[config.mk]
export PLATFORM = sky130hd
export DESIGN_NAME = mem_port_arbiter
export DESIGN_NICKNAME = d
export VERILOG_FILES = /design/src/rtl/lite_bus_pkg.sv /design/src/rtl/mem_port_arbiter_sync_2ff.sv /design/src/rtl/mem_port_arbiter.sv
export SDC_FILE = /design/constraint.sdc
export NUM_CORES = 1
export LEC_CHECK = 0
export BUFFER_PORTS_ARGS = -buffer_cell sky130_fd_sc_hd__clkbuf_2
export CAP_MARGIN = 10
export CORE_MARGIN = 3
export CORE_UTILIZATION = 47
export DETAILED_ROUTE_END_ITERATION = 10
export PLACE_DENSITY = 0.85
export SLEW_MARGIN = 10
export SYNTH_ARGS = -nofsm -noshare
export SYNTH_HDL_FRONTEND = slang
export SYNTH_SLANG_ARGS = --single-unit
[constraint.sdc]
create_clock -name clock -period 5.99 [get_ports clock]
set_clock_uncertainty 0.15 [all_clocks]
set_input_delay 0.2995 -clock clock [delete_from_list [all_inputs] [get_ports clock]]
set_output_delay 0.2995 -clock clock [all_outputs]
set_load 0.02 [all_outputs]
[src/rtl/lite_bus_pkg.sv]
// Shared bus definitions: response-owner tag and the memory-mapped I/O window map.
package lite_bus_pkg;

    typedef enum logic [1:0] {
        OWN_NONE,
        OWN_IF,
        OWN_D
    } owner_e;

    localparam logic [11:0] IO_BASE_HI = 12'hfff;
    localparam logic [15:0] SW_ADDR    = 16'hfff0;
    localparam logic [15:0] SEG_ADDR   = 16'hfffa;

    // True when a byte address falls in the 16-byte I/O window at the top of the map.
    function automatic logic is_io(input logic [15:0] addr);
        return addr[15:4] == IO_BASE_HI;
    endfunction

endpackage

[src/rtl/mem_port_arbiter_sync_2ff.sv]
// Two-flop synchronizer for asynchronous level inputs (switches).
module sync_2ff #(
    parameter int unsigned W = 2
) (
    input  logic         clock,
    input  logic         reset,
    input  logic [W-1:0] d_i,
    output logic [W-1:0] q_o
);

    logic [W-1:0] s1_q, s1_d;
    logic [W-1:0] s2_q, s2_d;

    // Next state: shift the input one stage per edge.
    always_comb begin
        s1_d = d_i;
        s2_d = s1_q;
    end

    // Synchronizer stages.
    always_ff @(posedge clock or posedge reset) begin
        if (reset) begin
            s1_q <= '0;
            s2_q <= '0;
        end else begin
            s1_q <= s1_d;
            s2_q <= s2_d;
        end
    end

    assign q_o = s2_q;

endmodule

[src/rtl/mem_port_arbiter.sv]
// Shares one single-port synchronous RAM between instruction fetch and data ports,
// and decodes the switch / 7-segment I/O window.
module mem_port_arbiter
    import lite_bus_pkg::*;
#(
    parameter int unsigned ADDR_W     = 8,
    parameter int unsigned STARVE_MAX = 4,
    parameter logic [6:0]  SEG_RESET  = 7'h00
) (
    input  logic              clock,
    input  logic              reset,

    input  logic              if_req,
    input  logic [15:0]       if_addr,
    output logic              if_gnt,
    output logic              if_valid,
    output logic [15:0]       if_rdata,

    input  logic              d_req,
    input  logic              d_we,
    input  logic [15:0]       d_addr,
    input  logic [15:0]       d_wdata,
    output logic              d_gnt,
    output logic              d_valid,
    output logic [15:0]       d_rdata,

    output logic              ram_en,
    output logic              ram_we,
    output logic [ADDR_W-1:0] ram_addr,
    output logic [15:0]       ram_wdata,
    input  logic [15:0]       ram_rdata,

    input  logic [1:0]        sw_in,
    output logic [6:0]        seg_out
);

    localparam int unsigned CNT_W = $clog2(STARVE_MAX + 1);

    logic [CNT_W-1:0] starve_q, starve_d;
    owner_e           owner_q, owner_d;
    logic             io_q, io_d;         // response comes from io_data_q, not the RAM
    logic             we_q, we_d;         // data response is a store completion
    logic [15:0]      io_data_q, io_data_d;
    logic [15:0]      if_hold_q, if_hold_d;
    logic [15:0]      d_hold_q, d_hold_d;
    logic [6:0]       seg_q, seg_d;

    logic [1:0]       sw_sync;
    logic             fetch_forced;
    logic [15:0]      gnt_addr;
    logic             gnt_io;
    logic [15:0]      resp_data;

    sync_2ff #(
        .W (2)
    ) u_sw_sync (
        .clock (clock),
        .reset (reset),
        .d_i   (sw_in),
        .q_o   (sw_sync)
    );

    // Arbitration, address decode and RAM strobe for the granted requester.
    always_comb begin
        fetch_forced = (starve_q == CNT_W'(STARVE_MAX));
        d_gnt        = d_req && !(if_req && fetch_forced);
        if_gnt       = if_req && !d_gnt;
        gnt_addr     = d_gnt ? d_addr : if_addr;
        gnt_io       = is_io(gnt_addr);
        ram_en       = (if_gnt || d_gnt) && !gnt_io;
        ram_we       = d_gnt && d_we && !gnt_io;
        ram_addr     = gnt_addr[ADDR_W:1];
        ram_wdata    = d_wdata;

        starve_d = starve_q;
        if (if_gnt || !if_req) begin
            starve_d = '0;
        end else if (!fetch_forced) begin
            starve_d = starve_q + CNT_W'(1);
        end
    end

    // Response tagging, I/O read capture and 7-segment register update at the grant edge.
    always_comb begin
        owner_d   = OWN_NONE;
        io_d      = gnt_io;
        we_d      = d_gnt && d_we;
        io_data_d = '0;
        seg_d     = seg_q;

        if (if_gnt) begin
            owner_d = OWN_IF;
        end else if (d_gnt) begin
            owner_d = OWN_D;
        end

        // Fetches from the I/O window always return zero.
        if (d_gnt && !d_we) begin
            if (gnt_addr == SW_ADDR) begin
                io_data_d = {14'b0, sw_sync};
            end else if (gnt_addr == SEG_ADDR) begin
                io_data_d = {9'b0, seg_q};
            end
        end

        if (d_gnt && d_we && gnt_addr == SEG_ADDR) begin
            seg_d = d_wdata[6:0];
        end
    end

    // Response outputs: valid one cycle after grant, read data held between responses.
    always_comb begin
        resp_data = io_q ? io_data_q : ram_rdata;
        if_valid  = (owner_q == OWN_IF);
        d_valid   = (owner_q == OWN_D);
        if_rdata  = if_valid ? resp_data : if_hold_q;
        d_rdata   = (d_valid && !we_q) ? resp_data : d_hold_q;
        if_hold_d = if_rdata;
        d_hold_d  = d_rdata;
        seg_out   = seg_q;
    end

    // State registers; reset drops any in-flight response.
    always_ff @(posedge clock or posedge reset) begin
        if (reset) begin
            starve_q  <= '0;
            owner_q   <= OWN_NONE;
            io_q      <= 1'b0;
            we_q      <= 1'b0;
            io_data_q <= '0;
            if_hold_q <= '0;
            d_hold_q  <= '0;
            seg_q     <= SEG_RESET;
        end else begin
            starve_q  <= starve_d;
            owner_q   <= owner_d;
            io_q      <= io_d;
            we_q      <= we_d;
            io_data_q <= io_data_d;
            if_hold_q <= if_hold_d;
            d_hold_q  <= d_hold_d;
            seg_q     <= seg_d;
        end
    end

endmodule

# Word-level counts from Yosys, hierarchy flattened
# Cells that the tools add are included.
# word_totals
reg_bits,66
latchBits,0
mem_bits_rw,0
mem_bits_ro,0
elab_cells,46
n_memories,0
# op_classes
add_sub_neg,1
multipliers,0
div,0
n_lt_le_gt_ge,0
eq_ne,7
shift,0
mux,11
bitwise,0
n_reduce_logical,17
# op_table
op,n
16-bit 2-to-1 mux,4
"16-bit == test, second input constant",2
7-bit 2-to-1 mux,3
"12-bit == test, second input constant",1
1-bit logical AND,9
1-bit logical NOT,6
3-bit 2-to-1 mux,2
2-bit 2-to-1 mux,2
"3-bit by 1-bit adder with 3-bit output, second input constant",1
"3-bit == test, second input constant",1
"2-bit by 1-bit == test with 1-bit output, second input constant",1
"2-bit == test, second input constant",1
1-bit logical OR,2
"2-bit by 1-bit != test with 1-bit output, second input constant",1

# Logic depth before layout (Yosys ltp)
# depth
word_depth,9
mapped_depth,8
depth_no_buf,7

# Cells and area by module
# Synthesis repeated with hierarchy kept, for this count alone.
# hier_totals
cells_unflattened,251
hier_area_um2,2507.4
# modules_own_cells
module,instances,cells_each,area_each_um2,seq_area_each_um2
mem_port_arbiter,1,246,2403.6,1326.3
sync_2ff,1,5,103.8,100.1

# Least setup slack after synthesis
# OpenSTA, ideal clock, no wires.
# synth_timing
path_kind,reg-to-output
startpoint,register owner_q[0]
endpoint,output d_rdata[2]
t_arrival_ns,1.643
required_time_ns,5.541
slack_ns,3.898
stages_incl_launch_ff,5
cell_sequence,dfrtp_1 -> nor2b_1 -> nand2b_1 -> clkbuf_1 -> o21ai_0
# synth_between
elab_chain_cells,3
# synth_rtl
element,line_no,source
"start, declared",mem_port_arbiter.sv:40,"owner_e owner_q, owner_d;"
"start signal, assigned",mem_port_arbiter.sv:136,owner_q <= owner_d;
2-bit == test,mem_port_arbiter.sv:115,d_valid = (owner_q == OWN_D);
named net d_valid,mem_port_arbiter.sv:24,"output logic d_valid,"
1-bit logical AND,mem_port_arbiter.sv:117,d_rdata = (d_valid && !we_q) ? resp_data : d_hold_q;
16-bit 2-to-1 mux,mem_port_arbiter.sv:117,
"end, declared",mem_port_arbiter.sv:25,"output logic [15:0] d_rdata,"
# The timed path passes the listed nets, and every way through them passes these cells.

# Worst setup path in the final report
# layout_timing
startpoint,register owner_q[0]
endpoint,output d_rdata[1]
# layout_between
elab_chain_cells,3
# layout_rtl
element,line_no
2-bit == test,mem_port_arbiter.sv:115
1-bit logical AND,mem_port_arbiter.sv:117
16-bit 2-to-1 mux,mem_port_arbiter.sv:117
# Every way passes these cells.

==> impl_metrics.tcl <==
set metrics [dict create \
    grt_util_all_layers_pct 20.8 \
    final-setup-viol-count 0 \
    hp-class "primary input to asynchronous set/reset pin" \
    p_seq_share_pct 44.7 \
    crit_fanout 32 \
    crit_arrival_ns 2.21 \
    synth_nets 319 \
    max_slew_margin_pct 31.2 \
    rr_worst_depth 6 \
    n_antenna_cell 0 \
    violations "negative hold slack" \
    place_area_mm2 0.00301 \
    worstPathRequired_ns 5.54 \
    synthMuxAreaShare_pct 6.03 \
    grt_pass1_vias 2031 \
    synth_compound_area_share_pct 7.50 \
    finalCritPeriodShare_pct 44.4 \
    pre_cts_ws_ns 3.66 \
    ant_nets 0 \
    synth_top_family_by_area "simple AND/OR/NAND/NOR gates" \
    die_w_um 78.5 \
    cts_buffers 9 \
    clk_pin_slew_worst_paths_ns 0.06 \
    syn-instance-count 246 \
    grt_max_degree 58 \
    switching_share_pct 30.5 \
    cts_sinks 57 \
    clk_latency_ns 0.33 \
    drtPass1Iterations 4 \
    hold_slack_ns -0.00903 \
    place.gp.congestion 0.762 \
    synthSimpleGateAreaFrac_pct 20.1 \
    yosysWarnings 0 \
    seq_area_frac_synth_pct 57.8 \
    dp_hpwl_um 4540 \
    die_h_um 78.5 \
    crit_type "flop to output port" \
    layout.nets 428 \
    maxCapViolations 0 \
    hold_violations 23 \
    htreeDepth 3 \
    synth-xor-area-share_pct 0.355 \
    syn_area_mm2 0.00247 \
    antenna_found_initial 0 \
    area_growth_pct 30.1 \
    synth_ff_type "dfrtp_1" \
    cp-startpoint "owner_q[0]$_DFF_PP0_" \
    drt_iter0_drc 88 \
    cts_tree "done" \
    p_per_area_mw_per_mm2 302 \
    synth_fa_ha_area_share_pct 1.01 \
    synth_top_area_share_pct 57.8 \
    vias_per_cell 4.91 \
    outcome "finished, violations left" \
    worst-slew-pin-transition_ns 1.03 \
    cp-end-kind "output port" \
    comb_power_share_pct 20.0 \
    synth_top_cell_by_area "dfrtp_1" \
    num_vias 2098 \
    rsz0062_at_grt "no" \
    ys_ff_latch 57 \
    max_freq_mhz 376 \
    final.setup.tns_ns 0 \
    p_int_mw 0.674 \
    core_mm2 0.00491 \
    rr_startpoint "starve_q[0]$_DFFE_PP0P_" \
    start_util_pct 50.3 \
    power_frac_clock_pct 35.3 \
    grt_pass1_wl_um 9810 \
    synth.distinct_cells 26 \
    maxSlewViolCount 0 \
    syn_avg_cell_area_um2 10.0 \
    synth-async-reset-ratio_pct 100 \
    switchingPower_mw 0.296 \
    io_buffers 120 \
    r2r_slack_ns 3.78 \
    cts_root_buffer "clkbuf_8" \
    die_area_mm2 0.00616 \
    start_kind "flop" \
    cts.path.max_buffers 2 \
    pin_count 140 \
    leakage_nw 1.76 \
    avgRoutedWirePerCell_um 14.0 \
    stdcell_area_mm2 0.00321 \
    fin_ws_ns 3.33 \
    r2r_end "io_data_q[6]$_DFF_PP0_" \
    synth_edf_count 0 \
    synth_area_leaders "dfrtp_1 (58%), nand2_1 (9.3%), o21ai_0 (6.5%), buf_4 (4.9%), mux2_2 (3.2%)" \
    period_needed_ns 2.66 \
    endpoint "d_rdata[1]" \
    remaining_drc_errors 0 \
    placed_cells 409 \
    overflow 0 \
    drive_gt1_share_pct 40.8 \
    wl_um 5980 \
    num_rows 25 \
    layout.cells.non_filler 427 \
    ir_drop_mv 0.165 \
]
-- state kept, by name, summed over array words and instances (netlist names) --
name / cells
starve_q: 3
if_hold_q: 16
owner_q: 2
d_hold_q: 16
io_data_q: 7
u_sw_sync.q_o: 2
u_sw_sync.s1_q: 2
we_q: 1
seg_out: 7
io_q: 1
-- cell type report --
cell class                 instances  area [um2]
fill                             397        1700
sequential                        57        1430
multi-input combinational        157         863
timing repair buffer             123         628
clock buffer                      10         128
tap                               67        83.8
clock inverter                     6        58.8
inverter                           7        26.3
-- cell usage in the layout (no fill, tap or decap) --
cell	n
clkbuf_2	120
nand2_1	61
dfrtp_1	57
o21ai_0	32
nand2b_1	11
clkbuf_8	9
mux2_2	7
mux2i_1	7
nand4_1	6
inv_1	6
nor2_1	6
and2_1	6
nand3_1	5
clkinv_2	4
nor3_1	3
a21oi_1	2
ha_1	2
dlygate4sd3_1	2
or2_2	1
or3_4	1
nor4_4	1
nor2b_1	1
nor4b_1	1
a21o_1	1
a211oi_1	1
inv_2	1
xnor2_1	1
and3_1	1
clkinv_4	1
clkbuf_1	1
bufinv_16	1
buf_4	1
-- worst max-delay path, stage by stage, from the launching register on --
cell      delay [ns]
dfrtp_1         0.38
nor2b_1         0.15
nand2b_1        0.55
o21ai_0         0.55
clkbuf_2        0.24
-- stage by stage --
step	total power, mW	hold slack (ns)	util, %
finish	0.970	-0.00903	65.5
global route	1.02	0.0366	65.5
CTS	0.979	0.00818	65.5
detailed placement	0.635	0.185	61.2
global placement	0.628	0.185	61.2
floorplan	0.565	0.181	-
-- cell usage after synthesis, drive strengths merged (5+ instances only) --
master	count
buf	17
inv	7
nand2b	11
nand2	61
mux2i	7
nor2	6
nand4	6
and2	6
clkbuf	8
dfrtp	57
nand3	5
mux2	7
o21ai	32
-- metal layers --
metal	global-route usage, %	vias to the layer above	routed length (um)
li1	-	1022	-
met1	24.0	959	2390
met2	35.7	104	2990
met3	7.45	13	516
met4	7.17	0	89
met5	0	-	0
-- power groups by stage --
stage / sequential (mW) / clock, mW / combinational, mW
floorplan: 0.437 / 0 / 0.128
global placement: 0.438 / 0 / 0.189
detailed placement: 0.440 / 0 / 0.195
CTS: 0.433 / 0.349 / 0.197
global route: 0.435 / 0.372 / 0.215
finish: 0.433 / 0.342 / 0.194
-- cell families (layout without fill, tap and decap cells) --
family                   Yosys count  count (layout)
AO/OA/AOI/OAI                     36              36
XOR/XNOR                           1               1
adder cells (fa/ha/maj)            2               2
buffers and inverters             32             146
flip-flops                        57              57
multiplexers                      14              14
AND/OR/NAND/NOR                  104             104
-- worst min-delay path by stage --
stage	startpoint	end
after global routing	reset	we_q$_DFF_PP0_
after CTS	reset	io_data_q[4]$_DFF_PP0_
final	reset	owner_q[0]$_DFF_PP0_
after global placement	u_sw_sync.s1_q[1]$_DFF_PP0_	u_sw_sync.q_o[1]$_DFF_PP0_
after floorplan	sw_in[0]	u_sw_sync.s1_q[0]$_DFF_PP0_
after detailed placement	u_sw_sync.s1_q[0]$_DFF_PP0_	u_sw_sync.q_o[0]$_DFF_PP0_
-- repair_timing --
item	CTS	global route
buffers inserted	0	0
hold endpoints to repair	2	0
hold buffers	2	0
resized for setup	0	0
No activity file was read; power rests on OpenSTA's default activity.
